File: config.mk
export PLATFORM = sky130hd
export DESIGN_NAME = muldiv_sequencer
export DESIGN_NICKNAME = d
export VERILOG_FILES = /design/src/rtl/muldiv_sequencer.sv
export SDC_FILE = /design/constraint.sdc
export NUM_CORES = 1
export LEC_CHECK = 0
export CORE_UTILIZATION = 46
export CTS_CLUSTER_DIAMETER = 50
export DETAILED_ROUTE_END_ITERATION = 12
export PLACE_DENSITY = 0.65
export SETUP_SLACK_MARGIN = 0.4
export SKIP_LAST_GASP = 1
export SLEW_MARGIN = 5
export SYNTH_ARGS = -nofsm -noshare
export SYNTH_HDL_FRONTEND = slang
export SYNTH_SLANG_ARGS = --single-unit
File: constraint.sdc
create_clock -name clk -period 3.3 [get_ports clk]
set_clock_uncertainty 0.2 [all_clocks]
set_input_delay 0.495 -clock clk [delete_from_list [all_inputs] [get_ports clk]]
set_output_delay 0.495 -clock clk [all_outputs]
set_load 0.02 [all_outputs]
File: src/rtl/muldiv_sequencer.sv
// muldiv_sequencer
//   Shared iterative multiply/divide unit for the two issue lanes. Arbitrates
//   lane requests round-robin, runs one radix-2 shift-add (multiply) or
//   restoring shift-subtract (divide) step per cycle, applies the sign fix-up
//   and commits HI/LO before pulsing done back to the requesting lane.
//
//   Build option: MULDIV_EARLY_OUT_EN -- when defined, a multiply leaves CALC
//   as soon as no set multiplier bits remain (minimum one CALC cycle).
//
//   Ports
//     clk, rst_n              clock, asynchronous active-low reset
//     reqN_valid/op/a/b       lane N request (op: 00 MULT 01 MULTU 10 DIV 11 DIVU)
//     reqN_ready              lane N granted (accepted on valid & ready)
//     kill                    flush: aborts an operation in CALC or FIX
//     busy                    high in CALC, FIX and DONE
//     done, done_lane         one-cycle completion pulse and its lane
//     hi, lo                  HI/LO result registers
module muldiv_sequencer #(
  parameter int DATA_W = 32
) (
  input  logic              clk,
  input  logic              rst_n,
  input  logic              req0_valid,
  input  logic [1:0]        req0_op,
  input  logic [DATA_W-1:0] req0_a,
  input  logic [DATA_W-1:0] req0_b,
  output logic              req0_ready,
  input  logic              req1_valid,
  input  logic [1:0]        req1_op,
  input  logic [DATA_W-1:0] req1_a,
  input  logic [DATA_W-1:0] req1_b,
  output logic              req1_ready,
  input  logic              kill,
  output logic              busy,
  output logic              done,
  output logic              done_lane,
  output logic [DATA_W-1:0] hi,
  output logic [DATA_W-1:0] lo
);

  localparam int CNT_W = $clog2(DATA_W + 1);

  typedef enum logic [1:0] {IDLE, CALC, FIX, DONE} state_t;
  state_t state, state_next;

  logic              ptr;
  logic              grant;
  logic              grant_valid;
  logic              can_accept;
  logic              accept;
  logic [1:0]        sel_op;
  logic [DATA_W-1:0] sel_a;
  logic [DATA_W-1:0] sel_b;
  logic              sel_neg_a;
  logic              sel_neg_b;
  logic [DATA_W-1:0] sel_mag_a;
  logic [DATA_W-1:0] sel_mag_b;

  logic [CNT_W-1:0]    cnt;
  logic [1:0]          op_q;
  logic                lane_q;
  logic                neg_a_q;
  logic                neg_b_q;
  logic [DATA_W-1:0]   mag_a_q;
  logic [DATA_W-1:0]   mag_b_q;
  logic [2*DATA_W-1:0] prod_q;
  logic [2*DATA_W-1:0] mcand_q;
  // Multiplier (shifts right) for multiply; dividend/quotient (shifts left) for divide.
  logic [DATA_W-1:0]   work_q;
  logic [DATA_W-1:0]   rem_q;

  logic [2*DATA_W-1:0] mul_add;
  logic [DATA_W:0]     rem_shift;
  logic [DATA_W+1:0]   rem_diff;
  logic                div_ge;
  logic                last_iter;
  logic                signs_differ;
  logic [2*DATA_W-1:0] prod_fix;
  logic [DATA_W-1:0]   quo_fix;
  logic [DATA_W-1:0]   rem_fix;
  logic [DATA_W-1:0]   raw_a;
  logic                div_zero;

  // Arbitration: a lone valid lane wins, otherwise the pointer lane is granted.
  always_comb begin
    grant       = (req0_valid ^ req1_valid) ? req1_valid : ptr;
    grant_valid = grant ? req1_valid : req0_valid;
    can_accept  = (state == IDLE) && !kill;
    req0_ready  = can_accept && !grant;
    req1_ready  = can_accept && grant;
    accept      = can_accept && grant_valid;
    sel_op      = grant ? req1_op : req0_op;
    sel_a       = grant ? req1_a  : req0_a;
    sel_b       = grant ? req1_b  : req0_b;
    sel_neg_a   = !sel_op[0] && sel_a[DATA_W-1];
    sel_neg_b   = !sel_op[0] && sel_b[DATA_W-1];
    sel_mag_a   = sel_neg_a ? -sel_a : sel_a;
    sel_mag_b   = sel_neg_b ? -sel_b : sel_b;
  end

  always_comb begin
    mul_add   = work_q[0] ? (prod_q + mcand_q) : prod_q;
    rem_shift = {rem_q, work_q[DATA_W-1]};
    rem_diff  = {1'b0, rem_shift} - {2'b00, mag_b_q};
    div_ge    = !rem_diff[DATA_W+1];
`ifdef MULDIV_EARLY_OUT_EN
    last_iter = (cnt == CNT_W'(DATA_W - 1)) ||
                (!op_q[1] && (work_q[DATA_W-1:1] == '0));
`else
    last_iter = (cnt == CNT_W'(DATA_W - 1));
`endif
    signs_differ = !op_q[0] && (neg_a_q ^ neg_b_q);
    prod_fix     = signs_differ ? -prod_q : prod_q;
    quo_fix      = signs_differ ? -work_q : work_q;
    rem_fix      = (!op_q[0] && neg_a_q) ? -rem_q : rem_q;
    raw_a        = neg_a_q ? -mag_a_q : mag_a_q;
    div_zero     = (mag_b_q == '0);
  end

  always_ff @(posedge clk or negedge rst_n) begin
    if (!rst_n) state <= IDLE;
    else        state <= state_next;
  end

  always_comb begin
    state_next = state;
    case (state)
      IDLE:    if (accept) state_next = CALC;
      CALC:    if (kill) state_next = IDLE;
               else if (last_iter) state_next = FIX;
      FIX:     state_next = kill ? IDLE : DONE;
      DONE:    state_next = IDLE;
      default: state_next = IDLE;
    endcase
  end

  assign busy      = (state != IDLE);
  assign done      = (state == DONE);
  assign done_lane = done && lane_q;

  always_ff @(posedge clk or negedge rst_n) begin
    if (!rst_n) begin
      ptr     <= 1'b0;
      cnt     <= '0;
      op_q    <= '0;
      lane_q  <= 1'b0;
      neg_a_q <= 1'b0;
      neg_b_q <= 1'b0;
      mag_a_q <= '0;
      mag_b_q <= '0;
      prod_q  <= '0;
      mcand_q <= '0;
      work_q  <= '0;
      rem_q   <= '0;
      hi      <= '0;
      lo      <= '0;
    end else begin
      case (state)
        IDLE: begin
          if (accept) begin
            ptr     <= ~grant;
            lane_q  <= grant;
            op_q    <= sel_op;
            neg_a_q <= sel_neg_a;
            neg_b_q <= sel_neg_b;
            mag_a_q <= sel_mag_a;
            mag_b_q <= sel_mag_b;
            cnt     <= '0;
            prod_q  <= '0;
            rem_q   <= '0;
            mcand_q <= {{DATA_W{1'b0}}, sel_mag_a};
            work_q  <= sel_op[1] ? sel_mag_a : sel_mag_b;
          end
        end
        CALC: begin
          cnt <= cnt + 1'b1;
          if (op_q[1]) begin
            rem_q  <= div_ge ? rem_diff[DATA_W-1:0] : rem_shift[DATA_W-1:0];
            work_q <= {work_q[DATA_W-2:0], div_ge};
          end else begin
            prod_q  <= mul_add;
            mcand_q <= mcand_q << 1;
            work_q  <= work_q >> 1;
          end
        end
        FIX: begin
          if (!kill) begin
            if (!op_q[1]) begin
              hi <= prod_fix[2*DATA_W-1:DATA_W];
              lo <= prod_fix[DATA_W-1:0];
            end else if (div_zero) begin
              hi <= raw_a;
              lo <= '1;
            end else begin
              // Signed overflow (MIN / -1) falls out naturally: |MIN| / 1
              // negated wraps back to MIN with a zero remainder.
              hi <= rem_fix;
              lo <= quo_fix;
            end
          end
        end
        default: ;
      endcase
    end
  end

endmodule
# ---- Word level (Yosys, flattened, before mapping)
# Index checks and enable logic that the tools add are counted.
dict set report totals {
  regBits 334
  word_cells 99
  out_inout_bits 69
  input_bits 137
}
dict set report op_classes {
  n_addsub 9
  n_bitwise 4
  n_eq_ne 9
  muxes 37
  reduce_logical 25
}
# cell count
set op_table {}
lappend op_table {{two-way mux 32 bit} 17}
lappend op_table {{two-way mux 64 bit} 6}
lappend op_table {{case mux 64 bit (2 select lines)} 2}
lappend op_table {{negator 32 bit} 5}
lappend op_table {{case mux 32 bit (2 select lines)} 2}
lappend op_table {{adder 64 bit} 1}
lappend op_table {{negator 64 bit} 1}
lappend op_table {{subtractor 33 x 32 -> 34 bit} 1}
lappend op_table {{logical NOT 32 bit} 1}
lappend op_table {{case mux 6 bit (2 select lines)} 1}
lappend op_table {{two-way mux 2 bit} 5}
lappend op_table {{logical AND 1 bit} 9}
lappend op_table {{inequality test 2 bit (second input constant)} 4}
lappend op_table {{case mux 2 bit (4 select lines)} 1}
lappend op_table {{AND reduction 2 bit} 4}
lappend op_table {{adder 6 x 1 -> 6 bit (second input constant)} 1}
lappend op_table {{equality test 6 x 5 -> 1 bit (second input constant)} 1}
lappend op_table {{two-way mux 6 bit} 1}
lappend op_table {{AND reduction 3 bit} 2}
lappend op_table {{logical NOT 1 bit} 5}
lappend op_table {{equality test 2 bit (second input constant)} 2}
lappend op_table {{AND reduction 4 bit} 1}
lappend op_table {{nonzero test 2 bit} 2}
lappend op_table {{inequality test 3 bit (second input constant)} 1}
lappend op_table {{5 further kinds} 8}

# ---- Depth between registers and ports, before layout
dict set report depth {
  word_depth 9
  ltp_mapped 15
}

# ---- Worst setup path after synthesis
# No wires, ideal clock.
dict set report synth_timing {
  path_type {in2reg}
  start {input req0_valid}
  end {register work_q[28]}
  required_ns 2.961
  path_stages 14
  path_slack_ns -0.266
  t_arrival_ns 3.227
  cell_sequence {inv_1 -> ha_1 -> mux2i_4 -> mux2i_2 -> ha_1 -> inv_1 -> a221oi_4 -> a41oi_1 -> nor2_1 -> o21ai_0 -> xor2_1 -> nand2_1 -> o211ai_1 -> a22oi_1}
}
dict set report synth_between {
  elab_chain_cells 9
  elab_cells_between_ends 19
  classes_between {add/sub (2); eq/ne (1); mux (10); bitwise (1); reduce/logical (5)}
}
# item line_no
set synth_rtl {}
lappend synth_rtl {{start: declaration} 23} ;# input logic req0_valid,
lappend synth_rtl {{parallel branches: the longest is 9 deep, another holds negator 32 bit} n/a}
lappend synth_rtl {{end signal: assignment} 172} ;# work_q <= sel_op[1] ? sel_mag_a : sel_mag_b;
lappend synth_rtl {{end signal: assignment} 179} ;# work_q <= {work_q[DATA_W-2:0], div_ge};
lappend synth_rtl {{end signal: assignment} 183} ;# work_q <= work_q >> 1;
lappend synth_rtl {{end: declaration} 69} ;# logic [DATA_W-1:0] work_q;
# Several ways; the timed one is not identified. The select of a mux whose other input is x is not followed.
# A chain may end at the register's enable or synchronous reset.

# ---- Worst setup path after layout
dict set report layout_timing {
  start {register prod_q[7]}
  end {register prod_q[62]}
}
dict set report layout_between {
  elab_chain_cells 4
}
# item line_no
set layout_rtl {}
lappend layout_rtl {{start: declaration} 66} ;# logic [2*DATA_W-1:0] prod_q;
lappend layout_rtl {{start signal: assignment} 181} ;# prod_q <= mul_add;
lappend layout_rtl {{adder 64 bit} 102} ;# mul_add = work_q[0] ? (prod_q + mcand_q) : prod_q;
lappend layout_rtl {{two-way mux 64 bit} 102}
lappend layout_rtl {{two-way mux 64 bit} 177} ;# if (op_q[1]) begin
lappend layout_rtl {{case mux 64 bit (2 select lines)} 158} ;# case (state)
# Every way passes these cells. The select of a mux whose other input is x is not followed.

==> reports/qor.csv <==
stage;metric;value;unit
routing;DRC viols;0;
layout;Area Growth Syn to Fin;53.7;%
worst_setup_path;critical path class;reg2reg;
layout;diode count;0;
sta;Final min period;3440;ps
worst_setup_path;Reg-to-Reg Start;prod_q[7];
logic_synthesis;syn_nets;3493;
place;placer congestion estimate;0.996;
logic_synthesis;number of synthesized flops with an enable pin;0;
sta;Slew HR;0.307;
floorplanning;Die Wd;240;um
power_and_ir_drop;worst vdd ir;591;uV
worst_setup_path;reg2reg path depth;14;
worst_hold_path;Hold Crit Depth;4;
routing;vias per cell;5.97;
worst_hold_path;WHS Endpoint;state[0];
global_routing;grt ovf;0;
routing;initial DRC count;2739;
run_status;result of the run;complete, but fails checks;
sta;final worst slack;-140;ps
logic_synthesis;Mapped Area;26000;um^2
routing;final wirelength;108000;um
sta;Max Clk Rate;0.291;GHz
layout;Filler cells;4276;
floorplanning;# rows;86;
power_and_ir_drop;pwr dens;760;nW/um^2
worst_setup_path;peak fanout along the critical path;4;
power_and_ir_drop;Leak Pwr;17.8;nW
layout;Util after Layout;0.721;
sta;Hold WS;140;ps
global_routing;Overall Global Routing Usage;0.365;
clock_tree;CTS root buffer;clkbuf_16;
logic_synthesis;Yosys reg bits;334;
clock_tree;clock sinks;334;
layout;Finished Layout Cells;4913;
worst_setup_path;reg2reg end;prod_q[62];
logic_synthesis;Main synth FF type;dfrtp_1;
clock_tree;CTS H-Tree Depth;2;
place;DP Wirelength;79000;um
worst_hold_path;min-delay src;req0_valid;
floorplanning;# IOs;206;
sta;final max-slew violation count;0;
routing;WL/cell;22.0;um
clock_tree;Worst-path clk slew;60;ps
routing;Vias;29340;
floorplanning;starting density of the core;0.469;
floorplanning;Die Y;240;um
logic_synthesis;Yosys Warn Count;0;
sta;Final Cycle Share;1.04;
global_routing;largest net degree at the start of global routing;117;
clock_tree;Clock Latency Late Sink;610;ps
clock_tree;CTS tree;yes;
clock_tree;clk buf depth;3;
routing;drt pass-1 iters;6;
worst_setup_path;Critical Path AT;3740;ps
worst_setup_path;R2R Setup Slk;-140;ps
run_status;failing checks;negative setup slack;
logic_synthesis;area share of the largest cell type after synthesis;0.321;
worst_setup_path;Startpoint Class;flip-flop;
floorplanning;Core Area;55500;um^2
logic_synthesis;ys async rst share;1.00;
layout;share of cells above drive strength 1;0.331;
floorplanning;Die ar.;57600;um^2
global_routing;initial antenna violation count;2;
place;Post-Place Cells;4633;
logic_synthesis;Synth area leader;dfrtp_1;
power_and_ir_drop;total power;30.4;mW
routing;ANT nets after route;0;
sta;RSZ-0062 raised after global routing;true;
global_routing;first-pass GRT wire length;163000;um
run;MaxCap Viol Count;0;
global_routing;vias in the first global route;28422;
logic_synthesis;sequential share of the synthesized area;0.321;
logic_synthesis;largest cells by area after synthesis;dfrtp_1 32%, o21ai_0 8.2%, nand2_1 7.0%;
layout;Final #Nets;4368;
logic_synthesis;Post-Syn Area per Cell;8.01;um^2
worst_hold_path;Hold Path Class;in2reg;
clock_tree;Num CTS Buffers;49;
sta;# setup viols final;20;
logic_synthesis;Mapped Cells;3251;
sta;Least-Margin Pin Slew;1040;ps
place;setup slack at placement;-1010;ps
sta;Final Hold Vio Count;0;
worst_setup_path;CP Data Required Time;3600;ps
logic_synthesis;synth unique cells;93;
worst_setup_path;endpoint class of the critical path;flip-flop;
place;port bufs;205;
[placed cells by master (no fill, tap or decap), types with 16 or more instances in the layout]
| master | instances |
|---|---|
| buf_4 | 676 |
| nand2_1 | 465 |
| dfrtp_1 | 326 |
| o21ai_0 | 263 |
| clkdlybuf4s50_1 | 201 |
| nor2_1 | 169 |
| a21oi_1 | 139 |
| o21ai_1 | 122 |
| xor2_1 | 120 |
| xnor2_1 | 118 |
| mux2i_1 | 107 |
| buf_6 | 90 |
| ha_1 | 80 |
| nor3_1 | 73 |
| inv_1 | 57 |
| a21o_1 | 55 |
| clkbuf_16 | 51 |
| nand3_1 | 50 |
| o211ai_1 | 46 |
| o21ai_2 | 44 |
| a21oi_2 | 37 |
| or3_1 | 32 |
| o22ai_1 | 30 |
| buf_12 | 30 |
| o31ai_1 | 29 |
| nor4_1 | 27 |
| nand2b_1 | 26 |
| a31oi_1 | 25 |
| nor2_4 | 24 |
| xor2_2 | 24 |
| xnor2_2 | 23 |
| ha_4 | 23 |
| and3_1 | 21 |
| nor2b_1 | 18 |
| o21a_1 | 18 |
| nand2_2 | 18 |
| o21bai_1 | 17 |
| nor4_4 | 16 |
| nand4_1 | 16 |
[critical path, stage by stage (launching register included)]
cell and delay [ps]:
dfrtp_1 420, ha_4 270, a21o_1 220, buf_4 160, a211oi_4 270, nor2_2 80, nor4_4 270, a311oi_2 180
nor2_1 170, buf_4 180, o21ai_4 60, buf_6 130, a211o_4 340, o211a_1 230, o211ai_1 160
[sequential cells by signal, indices dropped and copies added, names as in the netlist, 2 cells and up]
register and count:
lo 32, hi 32, prod_q 64, rem_q 32
work_q 32, mcand_q 64, mag_b_q 32, mag_a_q 32
op_q 2, state 2, cnt 6
[cell families after synthesis]
group | after synthesis | synth area share
adders and majority gates | 105 | 0.0510
AOI/OAI and AO/OA | 1031 | 0.242
buffers and inverters | 262 | 0.0397
xor gates and xnor gates | 290 | 0.0975
and+or+nand+nor | 1105 | 0.200
muxes | 124 | 0.0487
DFF | 334 | 0.321
[final cells by class]
class | count | area [um^2] | area share
Multi-Input combinational cell | 2655 | 19800 | 0.495
Timing Repair Buffer | 1016 | 9040 | 0.226
Sequential cell | 334 | 8370 | 0.209
Clock buffer | 57 | 1270 | 0.0316
Tap cell | 748 | 936 | 0.0234
Clock inverter | 33 | 339 | 0.00847
Inverter | 70 | 275 | 0.00688
[power breakdown]
group | internal [mW] | switching (mW) | leakage [nW]
Clock | 3.06 | 2.20 | 0.784
Sequential | 5.04 | 1.26 | 4.25
Combinational | 9.01 | 9.85 | 12.7
[cell usage after synthesis, types with 70 or more instances]
cell type,n
a21oi_1,190
clkbuf_1,146
dfrtp_1,334
ha_1,103
inv_1,70
mux2i_1,118
nand2_1,489
nor2_1,204
nor3_1,88
o21ai_0,427
xnor2_1,145
xor2_1,145
[how the worst max path moves through the flow]
| stage | startpoint | endpoint | cells past startpoint |
|---|---|---|---|
| floorplan | req0_valid | work_q[28] | 14 |
| global placement | req1_valid | work_q[20] | 17 |
| detailed placement | req1_valid | work_q[6] | 15 |
| CTS | prod_q[0] | prod_q[46] | 14 |
| global route | prod_q[4] | prod_q[62] | 14 |
| finish | prod_q[7] | prod_q[62] | 14 |
[through the flow]
stage               cell area (um^2)  TNS, ps
global route                   40000    -3960
floorplan                      26500     -271
CTS                            38500     -226
finish                         40000    -1030
global placement               33700   -79130
detailed placement             33700   -86860
[metal layers]
| metal | track usage | share of wire |
|---|---|---|
| met5 | 0 | 0.00014 |
| met3 | 0.0592 | 0.071 |
| met1 | 0.475 | 0.41 |
| met2 | 0.606 | 0.47 |
| met4 | 0.142 | 0.044 |
[what timing repair did]
action                     4_1_cts  5_1_grt
resized for setup              508      255
hold buffers                     1        0
setup endpoints to repair      240      236
pin swaps                      196      154
hold endpoints to repair       125        0
gates cloned                     5        2
buffers inserted               132       50
(Power assumes the default switching activity.)
